File: src/rtl/regist_pkg.sv
// Shared types and constants for the position-register driver.
package regist_pkg;

   typedef enum logic [2:0] {
      IDLE,
      HOME_HI,
      HOME_LO,
      STEP_HI,
      STEP_LO,
      FIN
   } state_t;

   typedef logic [1:0] pos_t;

   localparam int unsigned NUM_POS = 4;
   localparam int unsigned CNT_W   = 4;

   // One step toward the end of the range, holding at either end.
   function automatic pos_t step_pos(input pos_t p, input logic up);
      if (up) begin
         return (p == pos_t'(NUM_POS - 1)) ? p : p + pos_t'(1);
      end
      return (p == pos_t'(0)) ? p : p - pos_t'(1);
   endfunction

endpackage

File: src/rtl/pulse_timer.sv
// Phase timer: load a cycle count, count down, flag when the phase has run out.
module pulse_timer
   import regist_pkg::*;
(
   input  logic             clk,
   input  logic             rst,
   input  logic             load,
   input  logic [CNT_W-1:0] load_val,
   output logic             expired
);

   logic [CNT_W-1:0] cnt_q;

   always_ff @(posedge clk) begin
      if (rst) begin
         cnt_q <= '0;
      end else if (load) begin
         cnt_q <= load_val;
      end else if (cnt_q != '0) begin
         cnt_q <= cnt_q - CNT_W'(1);
      end
   end

   assign expired = (cnt_q == '0);

endmodule

File: src/rtl/regist_driver.sv
// Drives left/right/first_pos pulses to walk a 4-position register to a requested target.
// Optional boot-time homing: define REGIST_DRIVER_AUTO_HOME_EN.
module regist_driver
   import regist_pkg::*;
#(
   parameter int unsigned HI_CYCLES  = 1,
   parameter int unsigned GAP_CYCLES = 1
) (
   input  logic       clk,
   input  logic       rst,
   input  logic       req_valid,
   input  logic [1:0] req_target,
   output logic       req_ready,
   output logic       left,
   output logic       right,
   output logic       first_pos,
   output logic       done,
   output logic [1:0] pos,
   output logic       pos_valid
);

   // Timer is loaded with N-1 so the phase lasts exactly N cycles.
   localparam logic [CNT_W-1:0] HI_LOAD  = CNT_W'(HI_CYCLES - 1);
   localparam logic [CNT_W-1:0] GAP_LOAD = CNT_W'(GAP_CYCLES - 1);

   state_t           state_q, state_d;
   pos_t             pos_q, pos_d;
   pos_t             target_q, target_d;
   logic             valid_q, valid_d;
   logic             auto_q, auto_d;
   logic             boot;
   logic             tmr_load;
   logic [CNT_W-1:0] tmr_val;
   logic             tmr_exp;

`ifdef REGIST_DRIVER_AUTO_HOME_EN
   // High only in the first cycle after reset is released.
   logic boot_q;

   always_ff @(posedge clk) begin
      if (rst) begin
         boot_q <= 1'b1;
      end else begin
         boot_q <= 1'b0;
      end
   end

   assign boot = boot_q & ~rst;
`else
   assign boot = 1'b0;
`endif

   pulse_timer u_timer (
      .clk      (clk),
      .rst      (rst),
      .load     (tmr_load),
      .load_val (tmr_val),
      .expired  (tmr_exp)
   );

   always_ff @(posedge clk) begin
      if (rst) begin
         state_q  <= IDLE;
         pos_q    <= '0;
         target_q <= '0;
         valid_q  <= 1'b0;
         auto_q   <= 1'b0;
      end else begin
         state_q  <= state_d;
         pos_q    <= pos_d;
         target_q <= target_d;
         valid_q  <= valid_d;
         auto_q   <= auto_d;
      end
   end

   always_comb begin
      state_d   = state_q;
      pos_d     = pos_q;
      target_d  = target_q;
      valid_d   = valid_q;
      auto_d    = auto_q;
      tmr_load  = 1'b0;
      tmr_val   = HI_LOAD;
      req_ready = 1'b0;
      left      = 1'b0;
      right     = 1'b0;
      first_pos = 1'b0;
      done      = 1'b0;

      unique case (state_q)
         IDLE: begin
            req_ready = ~boot;
            if (boot) begin
               state_d  = HOME_HI;
               auto_d   = 1'b1;
               tmr_load = 1'b1;
            end else if (req_valid) begin
               target_d = req_target;
               auto_d   = 1'b0;
               if (!valid_q) begin
                  state_d  = HOME_HI;
                  tmr_load = 1'b1;
               end else if (req_target != pos_q) begin
                  state_d  = STEP_HI;
                  tmr_load = 1'b1;
               end else begin
                  state_d = FIN;
               end
            end
         end

         HOME_HI: begin
            first_pos = 1'b1;
            if (tmr_exp) begin
               state_d  = HOME_LO;
               tmr_load = 1'b1;
               tmr_val  = GAP_LOAD;
            end
         end

         HOME_LO: begin
            if (tmr_exp) begin
               pos_d   = '0;
               valid_d = 1'b1;
               // The boot-time run ends silently; a requested one continues the move.
               if (auto_q) begin
                  state_d = IDLE;
               end else if (target_q != pos_t'(0)) begin
                  state_d  = STEP_HI;
                  tmr_load = 1'b1;
               end else begin
                  state_d = FIN;
               end
            end
         end

         STEP_HI: begin
            right = (target_q > pos_q);
            left  = (target_q < pos_q);
            if (tmr_exp) begin
               state_d  = STEP_LO;
               tmr_load = 1'b1;
               tmr_val  = GAP_LOAD;
            end
         end

         STEP_LO: begin
            if (tmr_exp) begin
               pos_d = step_pos(pos_q, target_q > pos_q);
               if (pos_d == target_q) begin
                  state_d = FIN;
               end else begin
                  state_d  = STEP_HI;
                  tmr_load = 1'b1;
               end
            end
         end

         FIN: begin
            done    = 1'b1;
            state_d = IDLE;
         end

         default: state_d = IDLE;
      endcase
   end

   assign pos       = pos_q;
   assign pos_valid = valid_q;

endmodule

File: config.mk
export PLATFORM = sky130hd
export DESIGN_NAME = regist_driver
export DESIGN_NICKNAME = d
export VERILOG_FILES = /design/src/rtl/regist_pkg.sv /design/src/rtl/pulse_timer.sv /design/src/rtl/regist_driver.sv
export SDC_FILE = /design/constraint.sdc
export NUM_CORES = 1
export LEC_CHECK = 0
export CAP_MARGIN = 20
export CORE_UTILIZATION = 57
export DETAILED_ROUTE_END_ITERATION = 10
export GPL_ROUTABILITY_DRIVEN = 0
export PLACE_DENSITY_LB_ADDON = 0.08
export SLEW_MARGIN = 25
export SYNTH_ARGS = -nofsm -noshare
export SYNTH_HDL_FRONTEND = slang
export SYNTH_HIERARCHICAL = 1
export SYNTH_SLANG_ARGS = --single-unit
File: constraint.sdc
create_clock -name clk -period 4 [get_ports clk]
set_input_delay 0.8 -clock clk [delete_from_list [all_inputs] [get_ports clk]]
set_output_delay 0.8 -clock clk [all_outputs]
set_load 0.02 [all_outputs]
### Word level (Yosys, flattened, before mapping)

Cells that the tools add are included.

| word-level totals | value |
|---|---|
| bits in registers | 12 |
| output and inout bits | 8 |
| logic and storage cells | 71 |

| operators by class | value |
|---|---|
| $add $sub $neg | 3 |
| magnitude comparators | 2 |
| equality and inequality tests | 13 |
| muxes and demuxes | 36 |
| reduce and logical (&&, ||, !) cells | 12 |

Operator list:

| cell | number |
|---|---|
| 3-bit two-way mux | 9 |
| 1-bit two-way mux | 16 |
| 2-bit two-way mux | 8 |
| 3-bit one-hot mux with 5 select lines | 1 |
| 2-bit != test (second input constant) | 5 |
| 3-bit by 2-bit == test with 1-bit output (second input constant) | 2 |
| 3-bit == test (second input constant) | 2 |
| 5-bit AND reduction | 1 |
| 4-bit zero test | 1 |
| 1-bit one-hot mux with 4 select lines | 1 |
| 2-bit one-hot mux with 2 select lines | 1 |
| 2-bit AND reduction | 2 |
| 2-bit nonzero test | 2 |
| 4-bit nonzero test | 1 |
| 2-bit OR reduction | 2 |
| 4-bit by 1-bit subtractor with 4-bit output (second input constant) | 1 |
| 3-bit by 1-bit == test with 1-bit output (second input constant) | 1 |
| 3-bit zero test | 1 |
| 3-bit AND reduction | 1 |
| 2-bit by 1-bit adder with 2-bit output (second input constant) | 1 |
| 2-bit == test | 1 |
| 2-bit == test (second input constant) | 1 |
| 2-bit greater-than comparator | 1 |
| 2-bit zero test | 1 |
| 3 further kinds | 3 |

### Logic depth before layout (Yosys ltp)

Gate-level depths: netlist (run 1).

| logic depth | value |
|---|---|
| depth after elaboration | 12 |
| depth in mapped cells | 10 |

### Hierarchy

The synthesis (run 1) kept the hierarchy.

Modules (own cells, without submodules):

| module | times used | cells an instance | area each (µm²) | seq. area each (µm²) |
|---|---|---|---|---|
| regist_driver | 1 | 90 | 676.9 | 160.2 |
| pulse_timer | 1 | 24 | 229.0 | 80.1 |

### Least setup slack after synthesis (run 1)

No wires, ideal clock.

| timing | value |
|---|---|
| path type | register to output |
| start | register pos_q[1], in the netlist pos[1] |
| end | output right |
| data arrival time | 1656 ps |
| required time | 3200 ps |
| path slack | 1544 ps |
| stages on the path, launching flop included | 7 |
| buffers on the path | 1 |
| cells stage by stage | dfxtp_1 -> buf_2 -> inv_1 -> ha_1 -> nor2b_1 -> o21a_1 -> and4_1 |

| on the way | value |
|---|---|
| cells in the longest elaborated chain, start to end | 2 |

RTL lines:

| what | RTL line | RTL |
|---|---|---|
| start: declaration | regist_driver.sv:27 | `pos_t pos_q, pos_d;` |
| start signal: assignment | regist_driver.sv:70 | `pos_q <= pos_d;` |
| 2-bit greater-than comparator | regist_driver.sv:139 | `right = (target_q > pos_q);` |
| 1-bit two-way mux | regist_driver.sv:91 | `unique case (state_q)` |
| end: declaration | regist_driver.sv:15 | `output logic right,` |

No other way between the ends.

### Worst setup path after layout (run 1)

Ends and elaborated chain as after synthesis.

==> results of run 1 <==
-- flip-flops by register name, indices dropped and copies added, names as in the netlist --
register,count
pos,2
state_q,3
target_q,2
u_timer/cnt_q,4
pos_valid,1
-- Yosys cell counts, types with 2 or more instances --
| cell type | count | area share (%) |
|---|---|---|
| ha_1 | 3 | 4.1 |
| maj3_1 | 2 | 2.2 |
| inv_1 | 7 | 2.9 |
| a21oi_1 | 5 | 2.8 |
| xnor2_1 | 2 | 1.9 |
| nor2_1 | 13 | 5.4 |
| dfxtp_1 | 12 | 27 |
| nand2b_1 | 2 | 1.4 |
| and4_1 | 2 | 1.9 |
| a32o_1 | 3 | 3.3 |
| buf_2 | 2 | 1.1 |
| nor2b_1 | 5 | 3.5 |
| o21ai_0 | 6 | 3.3 |
| xor2_1 | 3 | 2.9 |
| buf_6 | 2 | 2.5 |
| o22ai_1 | 2 | 1.4 |
| nor3_1 | 4 | 2.2 |
| buf_4 | 2 | 1.7 |
| nand2_1 | 9 | 3.7 |
| nand3_1 | 2 | 1.1 |
| a31oi_1 | 2 | 1.4 |
| nor3_2 | 2 | 2.2 |
| a211oi_1 | 2 | 1.7 |
-- worst paths after layout --
check,depth (start not counted),start,endpoint
hold reg to reg,2,pos_valid,pos_valid
hold / removal,2,pos_valid,pos_valid
setup / recovery,6,pos[1],right
setup reg to reg,9,pos[1],u_timer/cnt_q[3]
-- metal layers --
metal | vias to the layer above | share of wire (%) | track usage (%)
li1 | 426 | - | -
met1 | 379 | 47 | 32.5
met2 | 26 | 46 | 35.6
met3 | 2 | 5.8 | 3.04
met4 | 0 | 0.43 | 11.0
met5 | - | 0 | 0
-- logic make-up after synthesis --
family / count (synthesis)
simple gates: 47
flops: 12
compound gates: 28
fa+ha+maj: 5
other cells: 1
mux: 2
buf+inv: 14
xor+xnor: 5
-- where the power goes --
part / total [mW] / switching [mW] / internal [mW]
Clock: 0.0708 / 0.0361 / 0.0347
Sequential: 0.213 / 0.0608 / 0.152
Combinational: 0.384 / 0.202 / 0.182
Total: 0.668 / 0.299 / 0.369
-- layout make-up --
cell class	instances	area, sq um	share of cell area, %
Multi-Input combinational cell	91	599	57.9
Clock buffer	3	22.5	2.17
Timing Repair Buffer	13	128	12.3
Inverter	7	26.3	2.54
Tap cell	16	20.0	1.93
Sequential cell	12	240	23.2
-- worst max-delay path: cells and delay by family (launching register included) --
family                     cells  cell delay (ns)
DFF                            1             0.53
adders and majority gates      1             0.30
AOI/OAI and AO/OA              1             0.22
and+or+nand+nor                2             0.40
buffers and inverters          2             0.68
-- through the flow --
stage          setup slack [ns]  power (mW)  std cells  cell area, sq um
6_report                  0.815       0.668        142              1040
5_1_grt                   0.648       0.723        142              1040
4_1_cts                   0.788       0.668        142              1040
3_5_place_dp               1.08       0.593        139              1010
3_3_place_gp               1.17       0.585        139              1010
2_1_floorplan              1.54       0.515        117               917
==> impl_metrics.toml, run 1 <==
[status]
status = "finished, final reports clean"

[cells_and_area]
nNetsFinal = 136
diodes = 0
final_core_util_pct = 69.6
drive_gt1_share_pct = 11.1
nFillCells = 131
layout_commonest_cell = "nor2_1"
synthToLayoutAreaGrowth_pct = 14.4
final_cell_mix = "nor2_1 (13), clkdlybuf4s50_1 (12), dfxtp_1 (12), nand2_1 (9), inv_1 (7)"

[critical_path]
crit_chain = "inv_1, ha_1, nor2b_1, o21a_1, and4_1, clkdlybuf4s50_1"
cp_slowest_cell = "clkdlybuf4s50_1"
crit_type = "reg -> out"
worst_setup_path_end_kind = "output port"
rrSetupSlack_ns = 1.33
worstPathRequired_ns = 3.20
critPathMaxStageDelay_ns = 0.60
arrival_ns = 2.38
cp_max_fo = 10
cp-start-kind = "flip-flop"

[detailed_routing]
wl_per_cell_um = 13.1
wl_mm = 1.85
drt_iter0_drc = 23
post_drt_via_cell_ratio = 5.87
firstDrtPassIters = 4
vias = 833
drc = 0
ant_nets = 0

[synthesis]
synthDistinctLibCells = 43
synth_edf_count = 0
synthSimpleGateAreaFrac_pct = 29.7
yosys_most_used_dff = "dfxtp_1"
synth_top_family_by_area = "simple AND/OR/NAND/NOR gates"
yosysSeqAreaShare_pct = 26.5
synth_area_sq_um = 906
yosysWarnings = 6
synth_cells = 114
synth_seq_cells = 12
synthAdderAreaFrac_pct = 6.35
synth_compound_area_share_pct = 21.3
synth_area_per_cell_sq_um = 7.95
synth-async-reset-ratio_pct = 0
synthXorXnorAreaFrac_pct = 4.83
yosys-mux-area-fraction_pct = 2.35

[floorplan]
rows = 14
ios = 13
core_area_sq_um = 1490
chipWidth_um = 41.9
start_util_pct = 60.8
chipHeight_um = 41.9
dieArea_sq_um = 1750

[sta]
period_share_pct = 79.6
worst_pin_slew_ns = 0.672
drv_slew = 0
setup_tns_ns = 0
hold_viol_final = 0
fmax_ghz = 0.314
setup_viol = 0
clock_skew_ns = 0.000736
grt_setup_unrepaired = "false"
worst_slew_margin_rel_pct = 54.7
fin_crit_ns = 3.18
timing.hold.ws_ns = 0.546

[clock_tree]
cts_buffers = 3
cts_tree = "done"
cts_resized = 0
cts.path.max_buffers = 2
clk_latency_ns = 0.26
cts_root_buffer = "clkbuf_4"
path_clk_slew_ns = 0.07
clock-sinks = 12
htree_levels = 1
ctsHoldBuffers = 0
cts_setup_buffers = 0

[job]
max_cap_viol_count = 0

[pwr]
powerDensity_nw_per_um2 = 645
cellLeakagePower_nw = 0.382
irDropWorstVdd_mv = 0.462

[grt]
grt_antenna_before_repair = 0
grt_overflow_total = 0
grt_max_degree = 16
grt_pass1_wl_mm = 3.24
gr-usage-all-layers_pct = 23.3
first_global_vias = 775

[placement]
hpwl_mm = 1.33
port_buffers = 12

[worst_hold_path]
hold_class = "reg -> reg"
Note: power is estimated with default switching activity, not from simulation.
==> run 2, diff against run 1 <==
--- a/config.mk
+++ b/config.mk
@@ -6,7 +6,7 @@
 export NUM_CORES = 1
 export LEC_CHECK = 0
 export CAP_MARGIN = 20
-export CORE_UTILIZATION = 57
+export CORE_UTILIZATION = 52
 export DETAILED_ROUTE_END_ITERATION = 10
 export GPL_ROUTABILITY_DRIVEN = 0
 export PLACE_DENSITY_LB_ADDON = 0.08
==> constraint.sdc (replaced) <==
create_clock -name clk -period 3 [get_ports clk]
set_input_delay 0.6 -clock clk [delete_from_list [all_inputs] [get_ports clk]]
set_output_delay 0.6 -clock clk [all_outputs]
set_load 0.02 [all_outputs]
==> run 2 against run 1 <==
The run now ends with design-rule violations left. Combinational power rose by 36%. Final area rose by 2.1%. Sequential share of layout area fell by 0.47 points. Via count rose by 1.8%. Cell count rose by 1.4%. Largest cell class unchanged. Highest routed layer unchanged.
==> impl_metrics.toml, run 2 (synthesis gave the netlist of run 1 again) <==
[status]
status = "finished, violations left"
violations = "design-rule violations"

[clock_tree]
cts_root_buffer = "clkbuf_4"
cts_tree = "done"
cts_setup_buffers = 0
cts_buffers = 3
cts.path.max_buffers = 2
htree_levels = 1
cts_resized = 0
ctsHoldBuffers = 0
clk_latency_ns = 0.27
path_clk_slew_ns = 0.08
clock-sinks = 12

[cells_and_area]
nNetsFinal = 137
diodes = 0
largest_register_ffs = 4
nFillCells = 130
layout_commonest_cell = "nor2_1"
final_cell_mix = "nor2_1 (13), clkdlybuf4s50_1 (12), dfxtp_1 (12), nand2_1 (9), inv_1 (7)"
synthToLayoutAreaGrowth_pct = 16.7
fin_area_sq_um = 1060
drive_gt1_share_pct = 12.5
reg_top3 = "u_timer/cnt_q (4), state_q (3)"
top_register = "u_timer/cnt_q"

[pwr]
irDropWorstVdd_mv = 0.553
cellLeakagePower_nw = 0.394
powerDensity_nw_per_um2 = 883

[floorplan]
dieArea_sq_um = 1910
rows = 14
ios = 13
chipWidth_um = 43.7
core_area_sq_um = 1560
chipHeight_um = 43.7
start_util_pct = 58.1

[detailed_routing]
firstDrtPassIters = 7
drc = 1
drt_iter0_drc = 17
wl_mm = 1.93
ant_nets = 0
post_drt_via_cell_ratio = 5.89
wl_per_cell_um = 13.4
vias = 848

[critical_path]
rrSetupSlack_ns = 0.48
crit_type = "reg -> out"
arrival_ns = 2.27
cp_max_fo = 8
r2r_end = "u_timer/cnt_q[3]"
startpoint = "target_q[0]"
worst_setup_path_end_kind = "output port"
cp-start-kind = "flip-flop"
worstPathRequired_ns = 2.40
reg2regPathDepth = 8
r2r-start = "target_q[1]"
timing.critical_path.to = "right"

[grt]
grt_antenna_before_repair = 0
gr-usage-all-layers_pct = 22.9
grt_max_degree = 16
first_global_vias = 717
grt_overflow_total = 0
grt_pass1_wl_mm = 3.16

[sta]
setup_viol = 0
period_share_pct = 95.6
drv_slew = 0
fin_crit_ns = 2.87
grt_setup_unrepaired = "false"
setup_tns_ns = 0
fmax_ghz = 0.349
worst_slew_margin_rel_pct = 63.8
worst_pin_slew_ns = 0.538
hold_viol_final = 0
clock_skew_ns = 0.000928

[worst_hold_path]
hold_class = "reg -> reg"

[placement]
dpl_cell_area_sq_um = 1020
port_buffers = 12
hpwl_mm = 1.44

[job]
max_cap_viol_count = 0
## run 2: layout make-up
cell class                 instances  area [sq um]  area share [%]
multi-input combinational         91           599            56.7
inverter                           7          26.3            2.49
timing repair buffer              14           135            12.8
tap                               16          20.0            1.89
sequential                        12           240            22.7
clock buffer                       4          36.3            3.43
## run 2: critical path, stage by stage (launching register included)
cell and delay [ns]:
dfxtp_1 0.49, inv_1 0.10, ha_1 0.19, nor2b_1 0.19, o21a_1 0.23, and4_1 0.20
clkdlybuf4s50_1 0.59
## run 2: metrics by stage
| stage | total power, mW | setup WS, ns | util, % | instances | hold WS (ns) |
|---|---|---|---|---|---|
| after global routing | 1.00 | 0.0423 | 67.8 | 144 | 0.584 |
| after CTS | 0.927 | 0.136 | 67.8 | 144 | 0.552 |
| after detailed placement | 0.794 | 0.455 | 65.5 | 140 | 0.532 |
| after floorplan | 0.686 | 0.617 | - | 117 | 0.566 |
| final | 0.934 | 0.133 | 67.8 | 144 | 0.541 |
| after global placement | 0.781 | 0.461 | 65.5 | 140 | 0.520 |
## run 2: where the power goes
part	leakage (nW)	internal (mW)	switching (mW)	total [mW]
sequential	0.0984	0.203	0.0786	0.282
clock	0.0210	0.0737	0.0575	0.131
combinational	0.275	0.243	0.277	0.521
total	0.394	0.520	0.414	0.934
## run 2: routing by layer
metal	vias up	part of all wire, %	track usage (%)
met5	-	0	0
met4	0	1.2	9.38
met3	6	5.8	3.75
met2	31	50	39.4
met1	385	43	28.1
li1	426	-	-
## run 2: worst min-delay path by stage
stage | slack [ns] | end | startpoint | cells past startpoint
2_1_floorplan | 0.57 | target_q[1] | target_q[1] | 2
4_1_cts | 0.55 | pos_valid | pos_valid | 2
3_3_place_gp | 0.52 | pos_valid | pos_valid | 2
5_1_grt | 0.58 | pos_valid | pos_valid | 2
6_report | 0.54 | pos_valid | pos_valid | 2
3_5_place_dp | 0.53 | pos_valid | pos_valid | 2
